$ cat src/rtl/jtkunio_gfx_pkg.sv
// Shared definitions for the tile-layer ROM fetch slot: state encoding,
// default SDRAM address width and burst length.
package jtkunio_gfx_pkg;

  localparam int SDRAM_AW_DEF = 22;
  localparam int BURST_LEN    = 2;

  typedef enum logic [1:0] {
    IDLE    = 2'd0,
    REQ     = 2'd1,
    WAIT_LO = 2'd2,
    WAIT_HI = 2'd3
  } slot_state_t;

endpackage

$ cat src/rtl/jtkunio_gfx_slot_if.sv
// Layer-side ROM port plus arbiter-side SDRAM burst port of one graphics slot.
interface jtkunio_gfx_slot_if #(
  parameter int AW       = 14,
  parameter int SDRAM_AW = 22
);

  logic                rom_cs;
  logic [AW-1:0]       rom_addr;
  logic [31:0]         rom_data;
  logic                rom_ok;
  logic                sdram_req;
  logic [SDRAM_AW-1:0] sdram_addr;
  logic                sdram_ack;
  logic                sdram_dok;
  logic [15:0]         sdram_din;

  // master is the surrounding environment (layer + arbiter), slave is the slot
  modport master (
    output rom_cs, rom_addr, sdram_ack, sdram_dok, sdram_din,
    input  rom_data, rom_ok, sdram_req, sdram_addr
  );

  modport slave (
    input  rom_cs, rom_addr, sdram_ack, sdram_dok, sdram_din,
    output rom_data, rom_ok, sdram_req, sdram_addr
  );

endinterface

$ cat src/rtl/jtkunio_gfx_slot.sv
// One-entry tag cache between a tile layer and the SDRAM arbiter; a miss
// triggers a two-word burst that is assembled into one 32-bit ROM word.
module jtkunio_gfx_slot
  import jtkunio_gfx_pkg::*;
#(
  parameter int                  AW       = 14,
  parameter int                  SDRAM_AW = SDRAM_AW_DEF,
  parameter logic [SDRAM_AW-1:0] OFFSET   = '0
)(
  input logic               clk,
  input logic               rst,
  jtkunio_gfx_slot_if.slave bus
);

  slot_state_t         r_state;
  slot_state_t         w_nextState;
  logic [AW-2:0]       r_tag;
  logic                r_valid;
  logic [31:0]         r_data;
  logic [15:0]         r_loTmp;
  logic                r_req;
  logic [SDRAM_AW-1:0] r_addr;

  logic                w_hit;
  logic                w_miss;
  logic [SDRAM_AW-1:0] w_lineAddr;
  logic                w_unusedAddrLsb;

  // Requests are 32-bit aligned, so the word-select bit never matters.
  assign w_unusedAddrLsb = bus.rom_addr[0];

  assign w_hit      = r_valid && (r_tag == bus.rom_addr[AW-1:1]);
  assign w_miss     = bus.rom_cs && !w_hit;
  assign w_lineAddr = OFFSET + SDRAM_AW'({bus.rom_addr[AW-1:1], 1'b0});

  assign bus.rom_ok     = bus.rom_cs && w_hit;
  assign bus.rom_data   = r_data;
  assign bus.sdram_req  = r_req;
  assign bus.sdram_addr = r_addr;

  always_comb begin
    w_nextState = r_state;
    case (r_state)
      IDLE:    if (w_miss)        w_nextState = REQ;
      REQ:     if (bus.sdram_ack) w_nextState = WAIT_LO;
      WAIT_LO: if (bus.sdram_dok) w_nextState = WAIT_HI;
      WAIT_HI: if (bus.sdram_dok) w_nextState = IDLE;
    endcase
  end

  // A burst always completes into the tag latched at its start, even if the
  // layer moves on; IDLE then re-checks the live address.
  always_ff @(posedge clk or posedge rst) begin
    if (rst) begin
      r_state <= IDLE;
      r_tag   <= '0;
      r_valid <= 1'b0;
      r_data  <= '0;
      r_loTmp <= '0;
      r_req   <= 1'b0;
      r_addr  <= '0;
    end else begin
      r_state <= w_nextState;
      case (r_state)
        IDLE: begin
          if (w_miss) begin
            r_tag   <= bus.rom_addr[AW-1:1];
            r_valid <= 1'b0;
            r_addr  <= w_lineAddr;
            r_req   <= 1'b1;
          end
        end
        REQ: begin
          if (bus.sdram_ack) r_req <= 1'b0;
        end
        WAIT_LO: begin
          if (bus.sdram_dok) r_loTmp <= bus.sdram_din;
        end
        WAIT_HI: begin
          if (bus.sdram_dok) begin
            r_data  <= {bus.sdram_din, r_loTmp};
            r_valid <= 1'b1;
          end
        end
      endcase
    end
  end

endmodule
$ cat src/flat_wrapper.sv
// flat-port wrapper written by rule: the top's interface ports become plain ports
module jtkunio_gfx_slot_flat import jtkunio_gfx_pkg::*;
#(
  parameter int                  AW       = 14,
  parameter int                  SDRAM_AW = SDRAM_AW_DEF,
  parameter logic [SDRAM_AW-1:0] OFFSET   = '0
)
  (clk, rst, bus_rom_cs, bus_rom_addr, bus_sdram_ack, bus_sdram_dok, bus_sdram_din, bus_rom_data, bus_rom_ok, bus_sdram_req, bus_sdram_addr);
  jtkunio_gfx_slot_if #(.AW(AW), .SDRAM_AW(SDRAM_AW)) bus_i ();
  input logic clk;
  input logic rst;
  input wire logic [$bits(bus_i.rom_cs)-1:0] bus_rom_cs;
  input wire logic [$bits(bus_i.rom_addr)-1:0] bus_rom_addr;
  input wire logic [$bits(bus_i.sdram_ack)-1:0] bus_sdram_ack;
  input wire logic [$bits(bus_i.sdram_dok)-1:0] bus_sdram_dok;
  input wire logic [$bits(bus_i.sdram_din)-1:0] bus_sdram_din;
  output wire logic [$bits(bus_i.rom_data)-1:0] bus_rom_data;
  output wire logic [$bits(bus_i.rom_ok)-1:0] bus_rom_ok;
  output wire logic [$bits(bus_i.sdram_req)-1:0] bus_sdram_req;
  output wire logic [$bits(bus_i.sdram_addr)-1:0] bus_sdram_addr;
  assign bus_i.rom_cs = bus_rom_cs;
  assign bus_i.rom_addr = bus_rom_addr;
  assign bus_i.sdram_ack = bus_sdram_ack;
  assign bus_i.sdram_dok = bus_sdram_dok;
  assign bus_i.sdram_din = bus_sdram_din;
  assign bus_rom_data = bus_i.rom_data;
  assign bus_rom_ok = bus_i.rom_ok;
  assign bus_sdram_req = bus_i.sdram_req;
  assign bus_sdram_addr = bus_i.sdram_addr;
  jtkunio_gfx_slot #(.AW(AW), .SDRAM_AW(SDRAM_AW), .OFFSET(OFFSET)) u_core (.clk(clk), .rst(rst), .bus(bus_i));
endmodule
$ cat config.mk
export PLATFORM = sky130hd
export DESIGN_NAME = jtkunio_gfx_slot_flat
export DESIGN_NICKNAME = d
export VERILOG_FILES = /design/src/rtl/jtkunio_gfx_pkg.sv /design/src/rtl/jtkunio_gfx_slot_if.sv /design/src/rtl/jtkunio_gfx_slot.sv /design/src/flat_wrapper.sv
export SDC_FILE = /design/constraint.sdc
export NUM_CORES = 1
export LEC_CHECK = 0
export ABC_AREA = 1
export BUFFER_PORTS_ARGS = -buffer_cell sky130_fd_sc_hd__buf_2
export CORE_UTILIZATION = 51
export DETAILED_ROUTE_END_ITERATION = 8
export HOLD_SLACK_MARGIN = 0.1
export PLACE_DENSITY = 0.88
export SLEW_MARGIN = 40
export SYNTH_ARGS = -nofsm -noshare
export SYNTH_HDL_FRONTEND = slang
export SYNTH_SLANG_ARGS = --single-unit
$ cat constraint.sdc
create_clock -name clk -period 2.2 [get_ports clk]
set_input_delay 0.11 -clock clk [delete_from_list [all_inputs] [get_ports clk]]
set_output_delay 0.11 -clock clk [all_outputs]
set_load 0.05 [all_outputs]
Word level (Yosys, flattened, before mapping). Index checks and enable logic that the tools add are counted.

Register bits: 65. Output and inout bits: 56. Word-level logic and storage cells: 38.

Equal/unequal tests: 8. Mux-type cells: 11. Reduce and logical (&&, ||, !) cells: 13.

Operators by type and width (number): $eq 13x13->1 (1); $mux 2 (4); $pmux 2 s4 (1); $ne 2x2->1 const B (3); $reduce_and 2->1 (3); $reduce_and 3->1 (2); $eq 2x2->1 const B (2); $mux 1 (4); $pmux 1 s2 (2); $reduce_and 4->1 (1); $reduce_bool 2->1 (2); $logic_and 1x1->1 (3); $eq 2x1->1 const B (1); $logic_not 2->1 (1); $ne 2x1->1 const B (1); $logic_not 1->1 (1).

Longest topological paths before layout. Gate-level depths: netlist (run 1).

Depth in word-level cells: 6. Depth in mapped cells: 12. Mapped depth without buffers: 12.

Worst setup path after synthesis (run 1). No wires, ideal clock.

Path type: reg2out. Start: register u_core.r_tag[9]. End: output bus_rom_ok. Arrival time: 1.833 ns. Data required time: 2.090 ns. Path slack: 0.257 ns. Stages on the path, launching flop included: 9. Cells stage by stage: dfrtp_1 > inv_1 > nand2_1 > nand2_1 > nor2_1 > nand2_1 > nor2_2 > nand2_2 > nor2_1.

Longest elaborated chain between the ends: 3.

RTL lines: start: declaration (line jtkunio_gfx_slot.sv:17) `logic [AW-2:0] r_tag;`; start signal: assignment (line jtkunio_gfx_slot.sv:67) `r_tag <= bus.rom_addr[AW-1:1];`; $eq 13x13->1 (line jtkunio_gfx_slot.sv:32) `assign w_hit = r_valid && (r_tag == bus.rom_addr[AW-1:1]);`; $logic_and 1x1->1 (line jtkunio_gfx_slot.sv:32); $logic_and 1x1->1 (line jtkunio_gfx_slot.sv:36) `assign bus.rom_ok = bus.rom_cs && w_hit;`; end: declaration (line flat_wrapper.sv:18) `output wire logic [$bits(bus_i.rom_ok)-1:0] bus_rom_ok;`.

Every way passes these cells.

Worst setup path after layout (run 1).
Start: input bus_rom_addr[8]. End: output bus_rom_ok.

Longest elaborated chain between the ends: 3.

RTL lines: start: declaration (line flat_wrapper.sv:13) `input wire logic [$bits(bus_i.rom_addr)-1:0] bus_rom_addr;`; $eq 13x13->1 (line jtkunio_gfx_slot.sv:32); $logic_and 1x1->1 (line jtkunio_gfx_slot.sv:32); $logic_and 1x1->1 (line jtkunio_gfx_slot.sv:36).

Every way passes these cells.

==> impl_metrics.env, run 1 <==
export IMPL_routed_wl_um=6590
export IMPL_cts_max_path_buffers=2
export IMPL_ios=91
export IMPL_via_count=2576
export IMPL_rsz0062_at_grt="no"
export IMPL_synth_async_sr_flop_share=1.00
export IMPL_ys_ff_latch=65
export IMPL_dp_final_hpwl_um=4020
export IMPL_drtIter0Drc=153
export IMPL_avgViaCountPerCell=4.76
export IMPL_ant_nets=0
export IMPL_rrSetupSlack_ns=0.56
export IMPL_hold_ws_ns=0.218
export IMPL_place_ws_ns=0.560
export IMPL_period_share=0.808
export IMPL_place_gp_congestion=0.794
export IMPL_synth_ff_type="dfrtp_1"
export IMPL_cp_start_kind="primary input"
export IMPL_rows=27
export IMPL_htree_levels=3
export IMPL_ys_seq_area_frac=0.554
export IMPL_arrival_ns=1.67
export IMPL_powerDensity_mw_per_mm2=1620
export IMPL_outcome="finished clean"
export IMPL_yosysWarnings=0
export IMPL_setup_viol=0
export IMPL_clock_sinks=65
export IMPL_setup_tns_ns=0
export IMPL_hp_class="primary input to flop"
export IMPL_required_ns=2.09
export IMPL_avgRoutedWirePerCell_um=12.2
export IMPL_cts_buffers=9
export IMPL_avgSynthCellArea_um2=8.36
export IMPL_die_area_mm2=0.00606
export IMPL_grt_ovfl_total=0
export IMPL_fin_skew_ns=0.0117
export IMPL_coreArea_mm2=0.00554
export IMPL_drt_pass1_iter_count=4
export IMPL_drive_above_1_share=0.252
export IMPL_cts_tree="done"
export IMPL_portBuffers=80
export IMPL_antenna_found_initial=0
export IMPL_post_cts_buffers=0
export IMPL_tightest_slew_ns=0.604
export IMPL_timing_fmax_mhz=562
export IMPL_synth_largest_area_cell="dfrtp_1"
export IMPL_yosysMostFrequentCell="nand2_1"
export IMPL_synth_edff_count=0
export IMPL_syn_inst=351
export IMPL_end_kind="output pin"
export IMPL_nFillCells=420
export IMPL_synthesis_area_mm2=0.00294
export IMPL_finalCriticalPeriod_ns=1.78
export IMPL_drc=0
export IMPL_grt_pass1_vias=2499
export IMPL_netlist_area_leader_share=0.554
export IMPL_maxCapViolCount=0
export IMPL_start_util=0.530
export IMPL_final_setup_worst_slack_ns=0.422
export IMPL_fin_nets=504
export IMPL_die_w_um=77.9
export IMPL_clk_pin_slew_ns=0.07
export IMPL_yosys_top_cells_area="dfrtp_1 (55%), nand2_1 (18%), inv_1 (6.1%), o21ai_0 (5.6%), o21ai_2 (3.3%)"
export IMPL_slew_headroom=0.597
export IMPL_grt_pass1_wl_um=10900
export IMPL_ir_drop_mv=0.979
export IMPL_die_y_um=77.9
export IMPL_area_delta_synth_final_pct=32.9
export IMPL_leakage_nw=2.24
export IMPL_clock_latency_ns=0.33
export IMPL_setup_worst_path_class="primary input to output pin"
export IMPL_synth_cell_types=24
export IMPL_hold_violations=0
export IMPL_root_buffer="clkbuf_8"
export IMPL_insertedDiodeCount=0
export IMPL_worstPathMaxFanout=4
export IMPL_slew_violations=0
export IMPL_grt_use_total=0.235
export IMPL_grt_max_degree=39
export IMPL_synthTopCellsByCount="nand2_1 (143), dfrtp_1 (65), inv_1 (48)"
==> worst max-delay path, cell delays in order <==
cell and delay [ns]:
dlygate4sd3_1 0.54, buf_2 0.11, inv_1 0.05, nand2_1 0.05, nand2_1 0.05, nor2_1 0.13
nand2_1 0.08, nor2_2 0.09, nand2_2 0.10, nor2_1 0.09, buf_2 0.26
==> cell type report <==
| type | instances | area, um2 | share of cell area |
|---|---|---|---|
| inverter | 49 | 184 | 0.0472 |
| multi-input combinational | 225 | 1030 | 0.264 |
| clock inverter | 5 | 78.8 | 0.0202 |
| timing repair buffer | 115 | 753 | 0.193 |
| clock buffer | 10 | 138 | 0.0353 |
| tap | 72 | 90.1 | 0.0231 |
| sequential | 65 | 1630 | 0.417 |
==> cells in the final DEF (no fill, tap or decap) <==
cell type	synthesis	layout
buf_12	0	1
inv_6	0	1
nand4_1	3	3
inv_2	0	1
o21ai_1	2	2
or2_2	1	1
nand3_1	2	2
or2_1	2	2
dlygate4sd3_1	0	31
clkinv_1	1	1
o21ai_0	33	33
nand2_2	3	3
nor2_2	1	1
nand3_4	1	1
clkinv_2	0	2
bufinv_16	0	2
conb_1	1	9
inv_1	48	47
buf_4	9	3
buf_2	1	80
dfrtp_1	65	65
o21bai_1	1	1
nor2_1	8	8
ha_1	4	4
clkbuf_8	0	10
nand3_2	1	1
o21ai_2	11	11
nand2_1	143	143
==> per-layer routing <==
layer  vias up  global-route usage  part of all wire
li1       1273                   -                 -
met1      1189               0.279              0.43
met2        98               0.400              0.50
met3        16              0.0494             0.052
met4         0               0.121             0.024
met5         -                   0                 0
==> where the power goes <==
group	switching (mW)	internal [mW]	leakage, nW
logic	2.35	0.778	1.31
clock network	0.437	0.663	0.113
registers	0.356	1.75	0.818
total	3.14	3.19	2.24
==> path summary, 6_finish.rpt <==
path / startpoint / to / depth (start not counted)
hold reg to reg: u_core.r_loTmp[12] / u_core.bus.rom_data[12] / 2
hold / removal: bus_rom_cs / u_core.r_valid / 5
min in group asynchronous: rst / u_core.r_tag[7] / 3
setup reg to reg: u_core.r_state[0] / u_core.bus.rom_data[9] / 5
max in group asynchronous: rst / u_core.bus.rom_data[11] / 4
setup / recovery: bus_rom_addr[8] / bus_rom_ok / 11
==> registers in the layout (all words and copies together) (netlist names) <==
signal	flops
u_core.bus.rom_data	32
u_core.r_state	2
u_core.r_valid	1
u_core.bus.sdram_req	1
u_core.r_loTmp	16
u_core.r_tag	13
==> repair_timing <==
action | 4_1_cts | 5_1_grt
hold endpoints to repair | 73 | 0
gates resized for setup | 0 | 0
hold buffers | 31 | 0
==> per-stage QoR <==
stage                     instances   util  cell area, um2  total power [mW]
after floorplan                 359      -            2970              4.49
after global placement          495  0.609            3370              5.07
after detailed placement        495  0.609            3370              5.17
after CTS                       541  0.704            3900              6.34
after global routing            541  0.704            3900              6.73
final                           541  0.704            3900              6.34
==> kinds of logic after synthesis <==
kind of cell / synth area share
DFF: 0.554
adders and majority gates: 0.0171
and+or+nand+nor: 0.227
buffers and inverters: 0.105
other: 0.00128
AOI/OAI and AO/OA: 0.0951
Note: power is estimated with default switching activity, not from simulation.
==> run 2: changes to the inputs <==
CORE_UTILIZATION = 46   (was 51)
PLACE_DENSITY = 0.84   (was 0.88)
clock period = 1.4 ns   (was 2.2 ns; I/O delays follow)
==> run 2 against run 1 <==
- die area up 11%
- clock power increased by 25%
- the run now ends with negative setup slack left
- largest power group unchanged
- via count is 4.0% higher
- combinational power rose by 77%
- critical endpoint is now u_core.r_tag[1]
- final cell count up 3.5%
- non-clock buffer count increased by 15
- total power increased by 63%
- global-route usage is 1.2 points lower
- sequential share of layout area fell by 2.4 points
==> impl_metrics.env, run 2 (synthesized netlist as in run 1, its figures left out) <==
export IMPL_outcome="finished, violations left"
export IMPL_violations="negative setup slack"
export IMPL_die_area_mm2=0.00670
export IMPL_timing_fmax_mhz=608
export IMPL_hold_violations=0
export IMPL_min_from="bus_rom_cs"
export IMPL_cp_start_kind="flop"
export IMPL_worstPathMaxFanout=7
export IMPL_startpoint="u_core.r_tag[12]"
export IMPL_setup_viol=18
export IMPL_switching_share=0.509
export IMPL_fin_skew_ns=0.00683
export IMPL_hold_ws_ns=0.145
export IMPL_root_buffer="clkbuf_8"
export IMPL_cts_max_path_buffers=2
export IMPL_insertedDiodeCount=0
export IMPL_p_int_mw=5.07
export IMPL_grt_pass1_wl_um=11100
export IMPL_area_delta_synth_final_pct=42.5
export IMPL_power_share_sequential=0.330
export IMPL_path_cells="inv_1 -> nand2_1 -> nand2_2 -> nor2_2 -> nand2_1 -> nor2_2 -> nand2_2 -> buf_6 -> nand3_4 -> clkbuf_16 -> nand2_2 -> o21ai_2"
export IMPL_period_share=1.17
export IMPL_antenna_found_initial=0
export IMPL_setup_worst_path_class="flop to flop"
export IMPL_final_cell_mix="nand2_1 (125), buf_2 (79), dfrtp_1 (52)"
export IMPL_clk_pin_slew_ns=0.07
export IMPL_r2r_start="u_core.r_tag[12]"
export IMPL_grt_use_total=0.223
export IMPL_finalCriticalPeriod_ns=1.64
export IMPL_slew_violations=0
export IMPL_powerDensity_mw_per_mm2=2470
export IMPL_clock_power_share=0.133
export IMPL_ir_drop_mv=1.77
export IMPL_avgRoutedWirePerCell_um=13.1
export IMPL_end_kind="flop"
export IMPL_clock_latency_ns=0.33
export IMPL_ant_nets=0
export IMPL_die_y_um=81.9
export IMPL_slowest_delay_ns=0.43
export IMPL_htree_levels=3
export IMPL_dp_final_hpwl_um=4340
export IMPL_drive_above_1_share=0.363
export IMPL_cts_buffers=9
export IMPL_rsz0062_at_grt="yes"
export IMPL_grt_ovfl_total=0
export IMPL_start_util=0.487
export IMPL_ios=91
export IMPL_drc=0
export IMPL_arrival_ns=1.87
export IMPL_setup_tns_ns=-3.33
export IMPL_routed_wl_um=7340
export IMPL_place_ws_ns=-0.0129
export IMPL_via_count=2678
export IMPL_place_gp_congestion=0.736
export IMPL_avgViaCountPerCell=4.78
export IMPL_clock_sinks=65
export IMPL_die_w_um=81.9
export IMPL_hp_class="primary input to flop"
export IMPL_final_setup_worst_slack_ns=-0.244
export IMPL_drtIter0Drc=147
export IMPL_largest_reg_flops=32
export IMPL_final_common_cell="nand2_1"
export IMPL_fin_nets=519
export IMPL_drt_pass1_iter_count=4
export IMPL_coreArea_mm2=0.00603
export IMPL_leakage_nw=2.34
export IMPL_cts_tree="done"
export IMPL_required_ns=1.62
export IMPL_portBuffers=80
export IMPL_crit_top_cell="nand2_2"
export IMPL_grt_max_degree=66
export IMPL_rows=28
export IMPL_power_switching_mw=5.24
export IMPL_maxCapViolCount=0
export IMPL_comb_power_share=0.537
export IMPL_grt_pass1_vias=2584
export IMPL_cp_slowest_cell="dfrtp_2"
run 2: changes by cell type in the layout (fill, tap and decap cells not counted), moves of 4 or more:
cell     delta
dfrtp_1    -13
nand2_2    +11
buf_4       +9
nand2_4     +7
dfrtp_2    +13
inv_1       -5
nor2_2      +4
nand2_1    -18
nor2_1      -4
run 2: timing repair:
item                                    4_1_cts  5_1_grt
resized for setup                             3       27
hold endpoints to repair                    111        0
endpoints found under the setup margin       11       21
buffers inserted                              2        3
hold buffers                                 31        0
pin swaps                                     1        4
cloned                                        1        2
run 2: area by class of cell:
cell class                 count  area, um2
clock buffer                   9        124
clock inverter                 7       46.3
fill                         479       1840
inverter                      49        190
multi-input combinational    225       1130
sequential                    65       1640
tap                           75       93.8
timing repair buffer         130        956
run 2: worst paths after layout:
path / endpoint / slack, ns / cells after the start
max in group asynchronous: u_core.r_tag[5] / 0.73 / 4
setup / recovery: u_core.r_tag[1] / -0.24 / 12
hold reg to reg: u_core.bus.rom_data[2] / 0.47 / 2
setup reg to reg: u_core.r_tag[1] / -0.24 / 12
hold / removal: u_core.bus.sdram_req / 0.14 / 5
min in group asynchronous: u_core.bus.sdram_req / 0.37 / 4
run 2: power by group through the flow:
stage               Combinational, mW  Clock [mW]  Sequential, mW
finish                           5.54        1.37            3.40
floorplan                        1.68           0            5.48
CTS                              5.20        1.40            3.36
global placement                 4.91           0            3.33
detailed placement               5.04           0            3.39
global route                     5.96        1.47            3.50
run 2: worst max-delay path: cells and delay by family (launching register included):
family,cells,cell delay (ns)
and+or+nand+nor,8,0.63
DFF,1,0.43
buffers and inverters,3,0.43
AOI/OAI and AO/OA,1,0.05
run 2: metrics by stage:
stage | cell area [um2] | cells | total power, mW | utilization
2_1_floorplan | 3010 | 359 | 7.16 | -
3_3_place_gp | 3500 | 505 | 8.23 | 0.580
6_report | 4180 | 560 | 10.3 | 0.694
4_1_cts | 4030 | 555 | 9.96 | 0.668
3_5_place_dp | 3500 | 505 | 8.42 | 0.580
5_1_grt | 4180 | 560 | 10.9 | 0.694
run 2: layer usage:
layer  vias up  routed length (um)  track usage
li1       1306                   -            -
met1      1269                2900        0.255
met2        91                3920        0.398
met3        12                 403       0.0522
met4         0                 111       0.0912
met5         -                   0            0
